### src/rtl/spi_pkg.sv
// rtl/spi_pkg.sv - shared widths, command codes and FSM encoding for the SPI front end
package spi_pkg;

    localparam int DEF_DATA_WIDTH   = 8;
    localparam int DEF_ADDRESS_SIZE = 8;
    localparam int DEF_READ_LATENCY = 1;

    localparam logic CMD_WRITE = 1'b1;
    localparam logic CMD_READ  = 1'b0;

    localparam logic [2:0] S_IDLE  = 3'd0;
    localparam logic [2:0] S_CMD   = 3'd1;
    localparam logic [2:0] S_ADDR  = 3'd2;
    localparam logic [2:0] S_WDATA = 3'd3;
    localparam logic [2:0] S_RWAIT = 3'd4;
    localparam logic [2:0] S_RDATA = 3'd5;
    localparam logic [2:0] S_DONE  = 3'd6;

    typedef enum logic [2:0] {
        ST_IDLE  = S_IDLE,
        ST_CMD   = S_CMD,
        ST_ADDR  = S_ADDR,
        ST_WDATA = S_WDATA,
        ST_RWAIT = S_RWAIT,
        ST_RDATA = S_RDATA,
        ST_DONE  = S_DONE
    } state_t;

endpackage

### src/rtl/spi_shift_in.sv
// rtl/spi_shift_in.sv - serial-in parallel-out shift register with bit counter and done pulse
module spi_shift_in #(
    parameter int WIDTH = 8
) (
    input  logic             i_clk,
    input  logic             i_rst_n,
    input  logic             i_clear,
    input  logic             i_en,
    input  logic             i_bit,
    output logic [WIDTH-1:0] o_value,
    output logic             o_done
);

    localparam int CW = $clog2(WIDTH + 1);

    logic [WIDTH-1:0] shift_q;
    logic [CW-1:0]    cnt_q;

    // o_value already includes the bit being sampled this edge, so the
    // parent can load the complete field on the same edge o_done is high.
    assign o_value = {shift_q[WIDTH-2:0], i_bit};
    assign o_done  = i_en && (cnt_q == CW'(WIDTH - 1));

    // Shift one bit per enabled edge; clear drops any partial field.
    always_ff @(posedge i_clk or negedge i_rst_n) begin
        if (!i_rst_n) begin
            shift_q <= '0;
            cnt_q   <= '0;
        end else if (i_clear) begin
            shift_q <= '0;
            cnt_q   <= '0;
        end else if (i_en) begin
            shift_q <= o_value;
            cnt_q   <= o_done ? '0 : cnt_q + CW'(1);
        end
    end

endmodule

### src/rtl/spi_frame_ctrl.sv
// rtl/spi_frame_ctrl.sv - SPI slave frame decoder driving reg_file writes and serialising reads
module spi_frame_ctrl
    import spi_pkg::*;
#(
    parameter int DATA_WIDTH   = DEF_DATA_WIDTH,
    parameter int ADDRESS_SIZE = DEF_ADDRESS_SIZE,
    parameter int READ_LATENCY = DEF_READ_LATENCY
) (
    input  logic                    i_clk,
    input  logic                    i_rst_n,
    input  logic                    i_ss_n,
    input  logic                    i_mosi,
    input  logic [DATA_WIDTH-1:0]   i_rd_data,
    output logic [ADDRESS_SIZE-1:0] o_address,
    output logic [DATA_WIDTH-1:0]   o_data,
    output logic                    o_wr_en,
    output logic                    o_miso,
    output logic                    o_busy
);

    localparam int WW  = $clog2(READ_LATENCY + 1) + 1;
    localparam int RCW = $clog2(DATA_WIDTH + 1);

    state_t                  state_q;
    logic                    cmd_q;
    logic [WW-1:0]           wait_q;
    logic [DATA_WIDTH-1:0]   rd_shift_q;
    logic [RCW-1:0]          rd_cnt_q;

    logic [ADDRESS_SIZE-1:0] addr_value;
    logic                    addr_done;
    logic [DATA_WIDTH-1:0]   wdata_value;
    logic                    wdata_done;

    assign o_busy = (state_q != ST_IDLE);

    spi_shift_in #(.WIDTH(ADDRESS_SIZE)) u_addr_shift (
        .i_clk   (i_clk),
        .i_rst_n (i_rst_n),
        .i_clear (state_q != ST_ADDR),
        .i_en    ((state_q == ST_ADDR) && !i_ss_n),
        .i_bit   (i_mosi),
        .o_value (addr_value),
        .o_done  (addr_done)
    );

    spi_shift_in #(.WIDTH(DATA_WIDTH)) u_wdata_shift (
        .i_clk   (i_clk),
        .i_rst_n (i_rst_n),
        .i_clear (state_q != ST_WDATA),
        .i_en    ((state_q == ST_WDATA) && !i_ss_n),
        .i_bit   (i_mosi),
        .o_value (wdata_value),
        .o_done  (wdata_done)
    );

    // Frame FSM: slave-select high in any active state aborts on that edge.
    always_ff @(posedge i_clk or negedge i_rst_n) begin
        if (!i_rst_n) begin
            state_q    <= ST_IDLE;
            cmd_q      <= 1'b0;
            wait_q     <= '0;
            rd_shift_q <= '0;
            rd_cnt_q   <= '0;
            o_address  <= '0;
            o_data     <= '0;
            o_wr_en    <= 1'b0;
            o_miso     <= 1'b0;
        end else begin
            o_wr_en <= 1'b0;
            if (state_q != ST_IDLE && i_ss_n) begin
                state_q <= ST_IDLE;
                o_miso  <= 1'b0;
            end else begin
                case (state_q)
                    ST_IDLE: begin
                        if (!i_ss_n) state_q <= ST_CMD;
                    end
                    ST_CMD: begin
                        cmd_q   <= i_mosi;
                        state_q <= ST_ADDR;
                    end
                    ST_ADDR: begin
                        if (addr_done) begin
                            o_address <= addr_value;
                            if (cmd_q == CMD_WRITE) begin
                                state_q <= ST_WDATA;
                            end else begin
                                state_q <= ST_RWAIT;
                                wait_q  <= '0;
                            end
                        end
                    end
                    ST_WDATA: begin
                        if (wdata_done) begin
                            o_data  <= wdata_value;
                            o_wr_en <= 1'b1;
                            state_q <= ST_DONE;
                        end
                    end
                    ST_RWAIT: begin
                        if (wait_q == WW'(READ_LATENCY)) begin
                            rd_shift_q <= i_rd_data;
                            o_miso     <= i_rd_data[DATA_WIDTH-1];
                            rd_cnt_q   <= RCW'(1);
                            state_q    <= ST_RDATA;
                        end else begin
                            wait_q <= wait_q + WW'(1);
                        end
                    end
                    ST_RDATA: begin
                        if (rd_cnt_q == RCW'(DATA_WIDTH)) begin
                            o_miso  <= 1'b0;
                            state_q <= ST_DONE;
                        end else begin
                            o_miso     <= rd_shift_q[DATA_WIDTH-2];
                            rd_shift_q <= rd_shift_q << 1;
                            rd_cnt_q   <= rd_cnt_q + RCW'(1);
                        end
                    end
                    ST_DONE: begin
                        state_q <= ST_DONE;
                    end
                    default: begin
                        state_q <= ST_IDLE;
                    end
                endcase
            end
        end
    end

endmodule

### config.mk
export PLATFORM = sky130hd
export DESIGN_NAME = spi_frame_ctrl
export DESIGN_NICKNAME = d
export VERILOG_FILES = /design/src/rtl/spi_pkg.sv /design/src/rtl/spi_shift_in.sv /design/src/rtl/spi_frame_ctrl.sv
export SDC_FILE = /design/constraint.sdc
export NUM_CORES = 1
export LEC_CHECK = 0
export CORE_ASPECT_RATIO = 2
export CORE_MARGIN = 2
export CORE_UTILIZATION = 50
export DETAILED_ROUTE_END_ITERATION = 12
export PLACE_DENSITY = 0.76
export SETUP_SLACK_MARGIN = 0.15
export SLEW_MARGIN = 15
export SYNTH_ARGS = -nofsm -noshare
export SYNTH_HDL_FRONTEND = slang
export SYNTH_SLANG_ARGS = --single-unit
### constraint.sdc
create_clock -name i_clk -period 2.2 [get_ports i_clk]
set_input_delay 0.22 -clock i_clk [delete_from_list [all_inputs] [get_ports i_clk]]
set_output_delay 0.22 -clock i_clk [all_outputs]
set_load 0.02 [all_outputs]
==> results.py, run 1 <==
metrics = {
    "logic_synthesis": {
        "ys_types": 42,
        "yosysMostFrequentCell": "dfrtp_1",
        "ys_seq_elements": 57,
        "ys_warn_count": 0,
        "synth_edf_count": 0,
        "yosys.area_share.xor_xnor": 0.00657,
        "synth_fp_nets": 252,
        "synthFlopType": "dfrtp_1",
        "synthTopCellsByArea": "dfrtp_1 (53%), mux2_2 (8.4%), mux2i_1 (5.3%)",
        "synthAdderAreaFrac": 0.0235,
        "synth_top_family_by_area": "simple AND/OR/NAND/NOR gates",
        "synth-seq-area-share": 0.535,
        "synth_compound_area_frac": 0.0971,
        "synth-async-reset-ratio": 1.00,
        "syn_inst": 235,
        "synth_area_um2": 2670,
        "synthMuxAreaShare": 0.137,
        "synth_common_cells": "dfrtp_1 (57), nor2_1 (28), mux2_2 (20), nand2_1 (17), mux2i_1 (14)",
        "syn_area_per_cell_um2": 11.4,
        "synth.top_cell.area_share": 0.535,
        "synth.largest_area_cell": "dfrtp_1",
        "synthSimpleGateAreaFrac": 0.167,
    },
    "pwr": {
        "powerDensity_nw_per_um2": 807,
        "p_sw_mw": 0.707,
        "power_switching_share": 0.269,
        "p_int_mw": 1.92,
        "power_frac_seq": 0.482,
        "clkPwrFrac": 0.352,
        "combinationalPowerShare": 0.166,
        "irDropWorstVdd_mv": 0.576,
        "p_leak_nw": 1.49,
    },
    "layout": {
        "diodes": 0,
        "area_growth_pct": 22.0,
        "stdcell_area_um2": 3250,
        "layout-drive-gt1-share": 0.209,
        "final_nets": 290,
        "fillers": 416,
    },
    "worst_setup_path": {
        "crit_fanout": 12,
        "r2r_start": "rd_cnt_q[0]$_DFFE_PN0P_",
        "cp-start-kind": "register",
        "required_ps": 1980,
        "cpPeakStageDelay_ps": 460,
        "critPathKind": "register to output port",
        "crit_path_end_kind": "output port",
        "worstPathCellList": "buf_4, or3_1, dlygate4sd2_1",
        "slowest_stage": "dfrtp_1",
        "rr_endpoint": "rd_cnt_q[0]$_DFFE_PN0P_",
        "worstPathArrival_ps": 1630,
        "r2r_slack_ps": 350,
        "worst-path-stages": 3,
        "crit_family": "buffers and inverters",
        "crit_start": "state_q[0]$_DFFE_PN0P_",
        "path_buf_inv": 2,
        "critPathCapture": "o_busy",
        "worst_r2r_path_depth": 7,
    },
    "floorplanning": {
        "fp-row-count": 37,
        "start_util": 0.519,
        "core_area_um2": 5140,
        "io_pins": 31,
        "die_area_um2": 5970,
        "die_x_um": 55.7,
        "die_y_um": 107,
    },
    "timing": {
        "setup_ws_ps": 350,
        "clock-skew-final_ps": 7.21,
        "worst_pin_slew_ps": 710,
        "setup_viol": 0,
        "max_slew_margin": 0.527,
        "drv_slew": 0,
        "finalHoldViolations": 0,
        "setup_tns_ps": 0,
        "grt_setup_unrepaired": "false",
        "fmax_ghz": 0.540,
        "min_period_ps": 1850,
        "finalCritPeriodShare": 0.841,
    },
    "grt": {
        "grt_pass1_wl_um": 8860,
        "antenna_found_initial": 0,
        "grt_pass1_vias": 1955,
        "grt-ovfl-total": 0,
        "grt_max_degree": 34,
        "grt_use_total": 0.196,
    },
    "routing": {
        "vias": 1887,
        "drtIter0Drc": 49,
        "viasPerCell": 5.62,
        "drt_wl_total_um": 5290,
        "wl_per_cell_um": 15.8,
        "drc_errors": 0,
        "drt_pass1_iterations": 4,
        "antenna_left": 0,
    },
    "clocking": {
        "root_buffer": "clkbuf_8",
        "clkLatencyLatePin_ps": 340,
        "post_cts_buffers": 0,
        "clkTransAtPathRegs_ps": 60,
        "clock_path_buffers": 2,
        "clkSinkCount": 57,
        "cts_buffers": 9,
        "h-tree-depth": 3,
        "tritoncts": "yes",
    },
    "placement": {
        "placed_area_um2": 3050,
        "port_buffers": 30,
        "post-place-ws_ps": 265,
        "place_hpwl_um": 3710,
        "routabilityCongestion": 0.787,
    },
    "flow_run": {
        "drv_cap": 0,
    },
    "status": {
        "outcome": "finished, final reports clean",
    },
    "min_path": {
        "hold_path_class": "primary input to register",
    },
}
## tightest hold or removal path, cell delays in order
cell and delay, ps:
clkdlybuf4s50_1 400, nand3_1 60, o21ai_0 70
## routing by layer
metal	track usage	vias to the layer above	wire (um)
li1	-	912	-
met1	0.212	933	2150
met2	0.335	30	2800
met3	0.0505	12	180
met4	0.125	0	163
met5	0	-	0
## power by group through the flow
stage	sequential (mW)	combinational [mW]	clock, mW
after detailed placement	1.28	0.444	0
after CTS	1.27	0.445	0.959
final	1.27	0.437	0.923
after global routing	1.28	0.482	0.996
after floorplan	1.24	0.311	0
after global placement	1.28	0.430	0
## sequential cells by signal (all words and copies together) (netlist names)
signal and flops:
cmd_q 1, o_address 8, o_data 8, o_miso 1, o_wr_en 1, rd_cnt_q 4
rd_shift_q 7, state_q 3, u_addr_shift.cnt_q 4, u_addr_shift.shift_q 7, u_wdata_shift.cnt_q 4, u_wdata_shift.shift_q 7
wait_q 2
## stage by stage
step | hold WS (ps) | util | total power, mW | cells
floorplan | -75.6 | - | 1.55 | 235
global placement | 309 | 0.593 | 1.71 | 319
detailed placement | 308 | 0.593 | 1.73 | 319
CTS | 432 | 0.633 | 2.67 | 336
global route | 477 | 0.633 | 2.76 | 336
finish | 453 | 0.633 | 2.62 | 336
## worst min path at each step
| stage | from | end | slack [ps] | cells past startpoint |
|---|---|---|---|---|
| floorplan | i_rst_n | cmd_q$_DFFE_PN0P_ | -80 | 0 |
| global placement | i_rst_n | u_addr_shift.shift_q[6]$_DFFE_PN0P_ | 310 | 1 |
| detailed placement | i_rst_n | o_address[7]$_DFFE_PN0P_ | 310 | 1 |
| CTS | i_rd_data[0] | rd_shift_q[0]$_DFFE_PN0P_ | 430 | 3 |
| global route | i_rd_data[0] | rd_shift_q[0]$_DFFE_PN0P_ | 480 | 3 |
| finish | i_rd_data[0] | rd_shift_q[0]$_DFFE_PN0P_ | 450 | 3 |
## kinds of logic (layout without fill, tap and decap cells)
group	Yosys count	in the layout
AO/OA/AOI/OAI	34	34
adder cells (fa/ha/maj)	5	5
multiplexers	34	34
AND/OR/NAND/NOR	83	83
XOR/XNOR	2	2
flip-flops	57	57
buffers and inverters	20	63
## layout by cell type (no fill, tap or decap), drive strengths merged, types with 3 or more instances in the layout
| cell | instances |
|---|---|
| nor2 | 28 |
| or3 | 4 |
| dfrtp | 57 |
| clkdlybuf4s50 | 28 |
| inv | 7 |
| buf | 10 |
| o221a | 6 |
| nor2b | 3 |
| nand3 | 4 |
| ha | 5 |
| a21oi | 9 |
| nand2b | 8 |
| mux2i | 14 |
| clkbuf | 15 |
| mux2 | 20 |
| nand2 | 19 |
| o21ai | 5 |
| nor3b | 3 |
## cell type report
class                   instances  area, um^2  share of cell area
well taps                      58        72.6              0.0223
clock inverters                 1        7.51             0.00231
repair buffers                 40         384               0.118
inverters                       7        26.3             0.00808
flip-flops and latches         57        1430               0.439
multi-input cells             158        1150               0.353
clock buffers                  15         186              0.0573
## what timing repair did
item / 4_1_cts / 5_1_grt
hold buffers: 1 / 0
endpoints found under the hold margin: 30 / 0
endpoints found under the setup margin: 1 / 0
resized for setup: 2 / 0
(Power assumes the default switching activity.)
==> run 2, diff against run 1 <==
==> constraint.sdc (replaced) <==
create_clock -name i_clk -period 1.86 [get_ports i_clk]
set_input_delay 0.186 -clock i_clk [delete_from_list [all_inputs] [get_ports i_clk]]
set_output_delay 0.186 -clock i_clk [all_outputs]
set_load 0.02 [all_outputs]
==> run 2 against run 1 <==
  * Setup slack worse by 160 ps
  * Clock power is 22% higher
  * Sequential cell count stayed put
  * Register-to-register slack worse by 160 ps
  * Largest cell class unchanged
  * Largest power group unchanged
  * Highest routed layer unchanged
==> results.py, run 2 (same netlist as run 1, synthesis figures left out) <==
metrics = {
    "min_path": {
        "hold_path_class": "primary input to async pin",
    },
    "routing": {
        "drtIter0Drc": 58,
        "drt_wl_total_um": 5410,
        "antenna_left": 0,
        "wl_per_cell_um": 15.6,
        "drc_errors": 0,
        "drt_pass1_iterations": 6,
        "viasPerCell": 5.51,
        "vias": 1911,
    },
    "grt": {
        "grt-ovfl-total": 0,
        "grt_max_degree": 45,
        "grt_use_total": 0.196,
        "grt_pass1_wl_um": 9140,
        "grt_pass1_vias": 1995,
        "antenna_found_initial": 0,
    },
    "layout": {
        "area_growth_pct": 26.4,
        "layout_common_cells": "dfrtp_1 (54), clkdlybuf4s50_1 (28), nor2_1 (27), mux2_2 (20)",
        "reg.largest.list": "o_address (8), o_data (8)",
        "seqCellArea_um2": 1430,
        "layout-drive-gt1-share": 0.263,
        "final_nets": 301,
        "fillers": 411,
        "diodes": 0,
        "multiInputGateArea_um2": 1170,
        "stdcell_area_um2": 3370,
        "layout_commonest_cell": "dfrtp_1",
    },
    "timing": {
        "clock-skew-final_ps": 6.44,
        "grt_setup_unrepaired": "true",
        "worst_pin_slew_ps": 506,
        "finalHoldViolations": 0,
        "setup_viol": 0,
        "fmax_ghz": 0.600,
        "finalCritPeriodShare": 0.896,
        "max_slew_margin": 0.659,
        "setup_ws_ps": 193,
        "drv_slew": 0,
        "min_period_ps": 1670,
    },
    "placement": {
        "place_hpwl_um": 3770,
        "port_buffers": 30,
        "post-place-ws_ps": -1.01,
        "placed_area_um2": 3090,
        "routabilityCongestion": 0.792,
    },
    "clocking": {
        "h-tree-depth": 3,
        "clock_path_buffers": 2,
        "cts_buffers": 9,
        "tritoncts": "yes",
        "clkTransAtPathRegs_ps": 70,
        "clkSinkCount": 57,
        "clkLatencyLatePin_ps": 320,
        "root_buffer": "clkbuf_8",
    },
    "worst_setup_path": {
        "path_buf_inv": 0,
        "crit_family": "flip-flops",
        "crit_start": "u_addr_shift.cnt_q[1]$_DFFE_PN0P_",
        "slowest_stage": "dfrtp_1",
        "rr_endpoint": "wait_q[0]$_DFFE_PN0P_",
        "critPathCapture": "wait_q[0]$_DFFE_PN0P_",
        "critPathKind": "register to register",
        "r2r_slack_ps": 190,
        "r2r_start": "u_addr_shift.cnt_q[1]$_DFFE_PN0P_",
        "cp-start-kind": "register",
        "cpPeakStageDelay_ps": 400,
        "crit_path_end_kind": "register",
        "required_ps": 2070,
        "worst_r2r_path_depth": 5,
        "crit_fanout": 3,
        "worstPathArrival_ps": 1880,
        "worstPathCellList": "ha_2, nor2b_1, and3b_1, o211ai_1, mux2_2",
        "worst-path-stages": 5,
    },
    "floorplanning": {
        "die_x_um": 55.7,
        "io_pins": 31,
        "start_util": 0.519,
        "fp-row-count": 37,
        "die_y_um": 107,
        "die_area_um2": 5970,
        "core_area_um2": 5140,
    },
    "pwr": {
        "p_leak_nw": 1.52,
        "powerDensity_nw_per_um2": 953,
        "irDropWorstVdd_mv": 0.858,
    },
    "status": {
        "outcome": "finished, final reports clean",
    },
    "flow_run": {
        "drv_cap": 0,
    },
}
run 2: cell types whose count changed in the layout (fill, tap and decap cells not counted), moves of 2 or more:
cell | previous run | this run
clkinv_2 | 0 | 2
ha_1 | 5 | 2
ha_2 | 0 | 3
dfrtp_1 | 56 | 54
buf_4 | 8 | 17
dfrtp_2 | 1 | 3
clkbuf_8 | 13 | 10
run 2: layout make-up:
type	instances	area share
Sequential cell	57	0.424
Multi-Input combinational cell	158	0.346
Timing Repair Buffer	51	0.142
Clock buffer	11	0.0419
Tap cell	58	0.0215
Clock inverter	5	0.0163
Inverter	7	0.00779
run 2: timing repair:
item / in CTS / in global routing
hold endpoints to repair: 13 / 0
setup buffers: 1 / 5
setup endpoints to repair: 9 / 21
pin swaps: 1 / 2
hold buffers: 1 / 0
resized for setup: 3 / 10
run 2: per-stage QoR:
| stage | utilization | cells | setup TNS (ps) | power, mW | hold slack (ps) |
|---|---|---|---|---|---|
| floorplan | - | 235 | 0 | 1.84 | -110 |
| global placement | 0.601 | 324 | 0 | 2.05 | 111 |
| detailed placement | 0.601 | 324 | -1.74 | 2.08 | 116 |
| CTS | 0.643 | 342 | 0 | 3.23 | 292 |
| global route | 0.656 | 347 | 0 | 3.38 | 312 |
| finish | 0.656 | 347 | 0 | 3.21 | 297 |
run 2: how the worst min path moves through the flow:
stage,endpoint
global route,rd_cnt_q[2]$_DFFE_PN0P_
global placement,wait_q[0]$_DFFE_PN0P_
finish,rd_cnt_q[2]$_DFFE_PN0P_
CTS,u_addr_shift.cnt_q[2]$_DFFE_PN0P_
floorplan,cmd_q$_DFFE_PN0P_
detailed placement,rd_cnt_q[2]$_DFFE_PN0P_
run 2: routing by layer:
layer,global-route usage,part of all wire
met5,0,0
met3,0.0469,0.031
met1,0.222,0.40
met4,0.105,0.020
met2,0.335,0.55
run 2: power by group:
part | total, mW | leakage (nW) | switching, mW | internal, mW
Combinational | 0.589 | 0.661 | 0.277 | 0.312
Sequential | 1.49 | 0.768 | 0.117 | 1.37
Clock | 1.13 | 0.0953 | 0.484 | 0.650
==> run 3, diff against run 2 <==
--- a/config.mk
+++ b/config.mk
@@ -8,6 +8,7 @@
 export CORE_ASPECT_RATIO = 2
 export CORE_MARGIN = 2
 export CORE_UTILIZATION = 50
+export CTS_CLUSTER_DIAMETER = 150
 export DETAILED_ROUTE_END_ITERATION = 12
 export PLACE_DENSITY = 0.76
 export SETUP_SLACK_MARGIN = 0.15
==> results of run 3 <==
No change in the layout: final DEF, timing and power equal those of run 2.
